### config.mk
export PLATFORM = sky130hd
export DESIGN_NAME = avmm_ccip_host_rd_split
export DESIGN_NICKNAME = d
export VERILOG_FILES = /design/src/rtl/avmm_ccip_host_rd_split.sv
export SDC_FILE = /design/constraint.sdc
export NUM_CORES = 1
export LEC_CHECK = 0
export ABC_AREA = 1
export CORE_AREA = 4 4 465 467
export DETAILED_ROUTE_END_ITERATION = 8
export DIE_AREA = 0 0 469 471
export HOLD_SLACK_MARGIN = 0.15
export SYNTH_ARGS = -nofsm -noshare
export SYNTH_HDL_FRONTEND = slang
export SYNTH_SLANG_ARGS = --single-unit
### constraint.sdc
create_clock -name clk -period 9.2 [get_ports clk]
set_clock_uncertainty 0.05 [all_clocks]
set_input_delay 2.76 -clock clk [delete_from_list [all_inputs] [get_ports clk]]
set_output_delay 2.76 -clock clk [all_outputs]
set_load 0.01 [all_outputs]
### src/rtl/avmm_ccip_host_rd_split.sv
// Splits AVMM burst reads into naturally aligned 1/2/4-line CCI-P c0 read requests, with line-credit flow control.
// c0tx = {vc_sel, rsvd1, cl_len, req_type, rsvd0[5:0], address, mdata, valid}; c0rx = {hdr[27:0], data, rspValid, mmioRdValid, mmioWrValid}.
module avmm_ccip_host_rd_split #(
  parameter int         DATA_WIDTH      = 512,
  parameter int         ADDR_WIDTH      = 48,
  parameter int         BURST_WIDTH     = 4,
  parameter int         MAX_OUTSTANDING = 64,
  parameter bit         RD_SHARED       = 1'b0,
  parameter logic [1:0] VC              = 2'd2,  // eVC_VH0
  localparam int        CL_W            = ADDR_WIDTH - 6,
  localparam int        TX_W            = CL_W + 33,
  localparam int        RX_W            = DATA_WIDTH + 31,
  localparam int        OUT_W           = $clog2(MAX_OUTSTANDING + 1)
) (
  input  logic                   clk,
  input  logic                   reset,
  input  logic [ADDR_WIDTH-1:0]  avmm_address,
  input  logic                   avmm_read,
  input  logic [BURST_WIDTH-1:0] avmm_burstcount,
  output logic                   avmm_waitrequest,
  output logic [DATA_WIDTH-1:0]  avmm_readdata,
  output logic                   avmm_readdatavalid,
  input  logic                   c0TxAlmFull,
  input  logic [RX_W-1:0]        c0rx,
  output logic [TX_W-1:0]        c0tx,
  output logic [OUT_W-1:0]       outstanding,
  output logic                   idle
);

  localparam logic [0:0] ST_IDLE    = 1'b0;
  localparam logic [0:0] ST_ISSUE   = 1'b1;
  localparam int         MAX_BURST  = 2 ** (BURST_WIDTH - 1);
  localparam logic [3:0] REQ_TYPE   = RD_SHARED ? 4'h1 : 4'h0;  // eREQ_RDLINE_S : eREQ_RDLINE_I
  localparam logic [3:0] RSP_RDLINE = 4'h0;
  localparam int         RSP_LSB    = DATA_WIDTH + 19;          // resp_type position inside c0rx

  logic [0:0]             state_q, state_d;
  logic                   rdy_q;
  logic [CL_W-1:0]        addr_q, addr_d;
  logic [BURST_WIDTH-1:0] rem_q, rem_d;
  logic [15:0]            mdata_q;
  logic [OUT_W-1:0]       out_q, out_d;
  logic [TX_W-1:0]        tx_q;
  logic [DATA_WIDTH-1:0]  rdata_q;
  logic                   rvalid_q;

  logic                   accept, issue, rsp_rdline;
  logic [2:0]             len;
  logic [1:0]             cl_len;
  logic [BURST_WIDTH-1:0] burst_lines;
  int                     out_add;
  logic                   unused_bits;

  assign avmm_waitrequest = (state_q == ST_ISSUE) | ~rdy_q;
  assign accept           = (state_q == ST_IDLE) & avmm_read & ~avmm_waitrequest;
  assign rsp_rdline       = c0rx[2] & (c0rx[RSP_LSB+3:RSP_LSB] == RSP_RDLINE);
  assign issue            = (state_q == ST_ISSUE) & ~c0TxAlmFull &
                            (int'(out_q) + int'(len) <= MAX_OUTSTANDING);
  assign unused_bits      = ^{avmm_address[5:0], c0rx[1:0], c0rx[RX_W-1:RSP_LSB+4],
                              c0rx[RSP_LSB-1:DATA_WIDTH+3]};

  // NOTE: every always_comb output gets a default first, so no path can infer a latch.
  always_comb begin
    burst_lines = avmm_burstcount;
    if (avmm_burstcount == '0) begin
      burst_lines = BURST_WIDTH'(1);
    end else if (int'(avmm_burstcount) > MAX_BURST) begin
      burst_lines = BURST_WIDTH'(MAX_BURST);
    end

    len    = 3'd1;
    cl_len = 2'b00;
    if (int'(rem_q) >= 4 && addr_q[1:0] == 2'b00) begin
      len    = 3'd4;
      cl_len = 2'b11;
    end else if (int'(rem_q) >= 2 && !addr_q[0]) begin
      len    = 3'd2;
      cl_len = 2'b01;
    end

    state_d = state_q;
    addr_d  = addr_q;
    rem_d   = rem_q;
    if (accept) begin
      state_d = ST_ISSUE;
      addr_d  = avmm_address[ADDR_WIDTH-1:6];
      rem_d   = burst_lines;
    end else if (issue) begin
      addr_d = addr_q + CL_W'(len);
      rem_d  = rem_q - BURST_WIDTH'(len);
      if (rem_q == BURST_WIDTH'(len)) state_d = ST_IDLE;
    end

    // Stray responses (e.g. for requests issued before a reset) never drive the count below zero.
    out_add = int'(out_q) + (issue ? int'(len) : 0);
    out_d   = (rsp_rdline && out_add != 0) ? OUT_W'(out_add - 1) : OUT_W'(out_add);
  end

  // NOTE: state registers use non-blocking assignments so each one samples pre-edge values.
  always_ff @(posedge clk or posedge reset) begin
    if (reset) begin
      state_q  <= ST_IDLE;
      rdy_q    <= 1'b0;
      addr_q   <= '0;
      rem_q    <= '0;
      mdata_q  <= '0;
      out_q    <= '0;
      tx_q     <= '0;
      rvalid_q <= 1'b0;
    end else begin
      state_q  <= state_d;
      rdy_q    <= ~c0TxAlmFull;
      addr_q   <= addr_d;
      rem_q    <= rem_d;
      out_q    <= out_d;
      rvalid_q <= rsp_rdline;
      if (issue) begin
        tx_q    <= {VC, 2'b00, cl_len, REQ_TYPE, 6'b000000, addr_q, mdata_q, 1'b1};
        mdata_q <= mdata_q + 16'd1;
      end else begin
        tx_q[0] <= 1'b0;
      end
    end
  end

  // NOTE: read data is a pipeline register qualified by readdatavalid, so it needs no reset.
  always_ff @(posedge clk) begin
    rdata_q <= c0rx[DATA_WIDTH+2:3];
  end

  assign c0tx               = tx_q;
  assign avmm_readdata      = rdata_q;
  assign avmm_readdatavalid = rvalid_q;
  assign outstanding        = out_q;
  assign idle               = (state_q == ST_IDLE) && (out_q == '0);

endmodule

=== Word-level counts from Yosys, hierarchy flattened ===
Cells that the tools add are included.

* Flip-flop bits (word level): 646
* Bits in latches: 0
* RAM bits: 0
* Memory bits (read-only): 0
* Bits of input ports: 599
* Output and inout bits: 597
* Logic and storage cells: 60
* Memories kept: 0

* Add/subtract/negate cells: 6
* Multiply operators: 0
* Div/mod/pow operators: 0
* Magnitude comparators: 4
* Equality and inequality tests: 1
* Shifts and indexed selects: 0
* Multiplexer cells: 16
* Bitwise operators: 10
* Reduce and logical (&&, ||, !) cells: 13

{| class="wikitable"
|+ Operators by type and width
! cell !! count
|-
| 2-to-1 mux 42 bit || 2
|-
| adder 42 x 3 -> 42 bit || 1
|-
| nonzero test 32 bit || 1
|-
| adder 16 x 1 -> 16 bit, second input constant || 1
|-
| adder 7 x 3 -> 8 bit || 2
|-
| 2-to-1 mux 4 bit || 4
|-
| less-or-equal comparator 8 x 7 -> 1 bit, second input constant || 1
|-
| logical NOT 4 bit || 2
|-
| logical NOT 7 bit || 1
|-
| 2-to-1 mux 7 bit || 1
|-
| subtractor 7 x 1 -> 7 bit, second input constant || 1
|-
| 2-to-1 mux 3 bit || 2
|-
| bitwise AND 1 bit || 5
|-
| 2-to-1 mux 1 bit || 5
|-
| equality test 4 x 3 -> 1 bit || 1
|-
| greater-or-equal comparator 4 x 2 -> 1 bit, second input constant || 1
|-
| greater-or-equal comparator 4 x 3 -> 1 bit, second input constant || 1
|-
| greater-than comparator 4 bit, second input constant || 1
|-
| logical AND 1 bit || 4
|-
| 2-to-1 mux 2 bit || 2
|-
| inverter 1 bit || 4
|-
| nonzero test 2 bit || 2
|-
| subtractor 4 x 3 -> 4 bit || 1
|-
| logical NOT 2 bit || 1
|-
| 3 further kinds || 3
|}

=== Longest topological paths before layout ===
* Word-level depth: 12
* Mapped depth: 33
* Depth with buffers taken out: 31

=== Worst setup path before layout ===
OpenSTA, ideal clock, no wires.

* Kind: input-to-reg
* From: input port c0TxAlmFull
* To: register out_q[3] (netlist: outstanding[3])
* Library setup time: 123 ps
* Arrival time: 4950 ps
* Data required time: 9027 ps
* Slack: 4077 ps
* Stages: 20
* Path buffers: 2
* Cells stage by stage: a211oi_2 nand2_4 buf_4 nor2_1 ha_1 inv_1 fa_1 inv_1 nand2_1 nand2_1 nand3_1 nand2_1 nand2_1 nor2_1 nand2_1 nand2_1 buf_2 nor2_1 nand2_1 nand2_1

* Cells in the longest elaborated chain, start to end: 8
* Elaborated cells on any way between the ends: 9
* Those cells by class: add/sub (2); mux (2); bitwise (3); reduce/logical (2)

{| class="wikitable"
|+ Ends and longest elaborated chain
! what !! RTL line !! text
|-
| from (decl) || 23 || <nowiki>input logic c0TxAlmFull,</nowiki>
|-
| inverter 1 bit (*) || 57 || <nowiki>assign issue = (state_q == ST_ISSUE) & ~c0TxAlmFull &</nowiki>
|-
| bitwise AND 1 bit (*) (2 in series) || 57 ||
|-
| 2-to-1 mux 3 bit (*) || 95 || <nowiki>out_add = int'(out_q) + (issue ? int'(len) : 0);</nowiki>
|-
| adder 7 x 3 -> 8 bit (*) || 95 ||
|-
| parallel branches: the longest is 2 deep, another holds subtractor 7 x 1 -> 7 bit || - ||
|-
| 2-to-1 mux 7 bit (*) || 96 || <nowiki>out_d = (rsp_rdline && out_add != 0) ? OUT_W'(out_add - 1) : OUT_W'(out_add);</nowiki>
|-
| named net out_d[3] || 42 || <nowiki>logic [OUT_W-1:0] out_q, out_d;</nowiki>
|-
| to (signal assigned) || 115 || <nowiki>out_q <= out_d;</nowiki>
|-
| to (decl) || 42 ||
|}

Mark *: on every way through the listed nets, which the timed path passes.
A chain may end at the register's enable or synchronous reset.

=== Worst setup path after layout ===
* From: input port c0TxAlmFull
* To: register out_q[2] (netlist: outstanding[2])

The elaborated chain is that of the path after synthesis.

==> results.json <==
{
  "fill_cells": 23500,
  "drtIter0Drc": 1168,
  "synth.avg_cell_area_um2": 11.2,
  "htreeDepth": 3,
  "cts_tree": "done",
  "slew_headroom_pct": 29.4,
  "final_cell_mix": "clkdlybuf4s50_1, dfxtp_1, nand2_1, dfrtp_1",
  "cp.depth": 19,
  "gp_congestion": 0.947,
  "holdPathStages": 2,
  "pwr_density_cell_mw_per_mm2": 253,
  "die_w_um": 469,
  "core_area_mm2": 0.212,
  "reg2reg_depth": 28,
  "drv_cap": 0,
  "synth_area_mm2": 0.0183,
  "cp-start-kind": "input port",
  "rsz0062_at_grt": "no",
  "cts.sinks": 646,
  "fin_setup_tns_ps": 0,
  "path_cells": "clkdlybuf4s50_1, a211oi_2, nand2_4, nor2_1, ha_1, inv_1, fa_1, inv_1, nand2_1, nand2_1, nand3_1, nand2_1, nand2_1, nor2_1, nand2_1, nand2_1, inv_1, nand3_1, nand2_1",
  "drc_errors": 0,
  "status": "finished, final reports clean",
  "layout-drive-gt1-share_pct": 6.27,
  "yosysUniqueCellTypes": 36,
  "crit_family": "simple AND/OR/NAND/NOR gates",
  "path_clk_slew_ps": 60,
  "finalCritPeriodShare_pct": 66.5,
  "p_leak_nw": 14.1,
  "total_power_mw": 9.16,
  "seq_area_mm2": 0.0136,
  "critPathKind": "input port to flip-flop",
  "cts_root_buffer": "clkbuf_16",
  "final_core_util_pct": 17.1,
  "start_util_pct": 8.64,
  "ir_drop_v": 0.000164,
  "grt_overflow": 0,
  "cts_made_buffers": 87,
  "grt_pass1_vias": 17700,
  "viasPerCell": 3.07,
  "layoutNonFillerInstCount": 5766,
  "postCtsHoldBufs": 0,
  "yosysWarnings": 0,
  "ys_seq_area_share_pct": 74.4,
  "clockBufferDepth": 3,
  "synthTopCellsByArea": "dfxtp_1, dfrtp_1, nand2_1, nand3_1, inv_1",
  "yosys.area.top_type": "dfxtp_1",
  "synthCells": 1634,
  "wl_um": 206000,
  "io_pins": 1196,
  "min_path_type": "flip-flop to flip-flop",
  "path_buf_inv": 4,
  "nNetsFinal": 3447,
  "timing.final.setup_violations": 0,
  "max_freq_mhz": 163,
  "cp-end-kind": "flip-flop",
  "hold_viol_final": 0,
  "slowest_delay_ps": 570,
  "slowest_stage": "nand2_4",
  "crit_required_ps": 9720,
  "cts.repair.resized": 0,
  "cts_setup_buffers": 0,
  "worst_pin_slew_ps": 1060,
  "final_common_cell": "clkdlybuf4s50_1",
  "multiInputGateArea_mm2": 0.00392,
  "rows": 169,
  "dp_hpwl_um": 185000,
  "die_area_mm2": 0.221,
  "numPortBuffers": 1150,
  "ant_nets": 0,
  "slew_violations": 0,
  "grt_max_degree": 93,
  "grt_pass1_wl_um": 245000,
  "antenna_found_initial": 338,
  "critPathMaxFanout": 85,
  "die_h_um": 471,
  "grt_usage_pct": 18.2,
  "path_common_cell": "nand2_1",
  "routedWlPerCell_um": 35.7,
  "ys_ff_latch": 646,
  "synth.top_cell.area_share_pct": 56.1,
  "syn2layout_area_growth_pct": 98.0,
  "clkLatencyLatePin_ps": 710,
  "firstDrtPassIters": 5,
  "cp_data_arrival_time_ps": 6640,
  "vias": 17700,
  "placed_cells": 5564,
  "fin_crit_ps": 6120
}
-- power by group --
| group | total [mW] | switching, mW | internal (mW) |
|---|---|---|---|
| sequential | 3.39 | 0.255 | 3.13 |
| combinational | 2.07 | 1.15 | 0.915 |
| clock | 3.71 | 1.51 | 2.20 |
| total | 9.16 | 2.92 | 6.24 |
-- cells in the mapped netlist --
cell type and n:
nand2_2 3, or2_2 3, o21ai_0 67, buf_2 4
xnor2_1 4, a211oi_1 1, nand3b_1 2, dfxtp_1 512
nand2_1 444, a211oi_2 1, buf_4 18, nor2_2 1
o21ai_1 14, nor2_1 92, nand3_1 97, fa_1 3
conb_1 1, o21ai_2 9, xor2_1 28, a21oi_1 6
dfrtp_1 134, o22ai_1 3, inv_1 97, buf_12 1
ha_1 13, nand4_1 17, clkbuf_1 10, nor2_4 2
buf_1 5, o31ai_1 5, buf_6 18, nand2_4 1
nor3_1 10, nor4_1 3, or2_1 1, inv_2 4
-- worst min-delay path, stage by stage (launching register included) --
cell	delay, ps
dfrtp_1	340
nand2_1	50
nand2_1	50
-- path summary, 6_finish.rpt --
| check | from | end | slack [ps] |
|---|---|---|---|
| max | c0TxAlmFull | outstanding[2] | 3080 |
| max in group asynchronous | reset | addr_q[26] | 5100 |
| max reg2reg | rem_q[3] | outstanding[2] | 3500 |
| min in group asynchronous | reset | c0tx[1] | 2540 |
| min reg2reg | state_q | state_q | 420 |
| min | state_q | state_q | 420 |
-- cells by family (layout without fill, tap and decap cells) --
kind of cell | count (synthesis) | after routing | share of synthesized area, %
and+or+nand+nor | 676 | 676 | 15.2
DFF | 646 | 646 | 74.4
buffers and inverters | 157 | 1416 | 4.45
AOI/OAI and AO/OA | 106 | 106 | 3.23
xor gates and xnor gates | 32 | 32 | 1.53
adders and majority gates | 16 | 16 | 1.22
other | 1 | 53 | 0.0205
-- metrics by stage --
stage	worst slack (ps)	instance area (um^2)	hold slack [ps]
4_1_cts	3130	36100	424
5_1_grt	2710	36100	445
6_report	3080	36200	421
2_1_floorplan	2810	18300	392
3_5_place_dp	2330	33000	410
3_3_place_gp	2300	33000	404
-- metal layers --
layer  global-route usage [%]  share of wire, %
met2                     36.8                56
met5                        0              0.17
met3                     12.8                16
met1                     13.6                25
met4                     2.88               2.8
-- final cells by class --
| cell class | count | share of cell area (%) |
|---|---|---|
| inverters | 101 | 1.05 |
| repair buffers | 1153 | 31.9 |
| clock buffers | 115 | 6.92 |
| flip-flops and latches | 646 | 37.6 |
| diodes | 40 | 0.276 |
| multi-input cells | 843 | 10.8 |
| clock inverters | 47 | 1.74 |
| well taps | 2821 | 9.75 |
-- sequential cells by signal (all words and copies together) (netlist names) --
name	cells
c0tx	62
mdata_q	16
rem_q	4
outstanding	7
rdy_q	1
avmm_readdatavalid	1
state_q	1
addr_q	42
avmm_readdata	512
(Power assumes the default switching activity.)
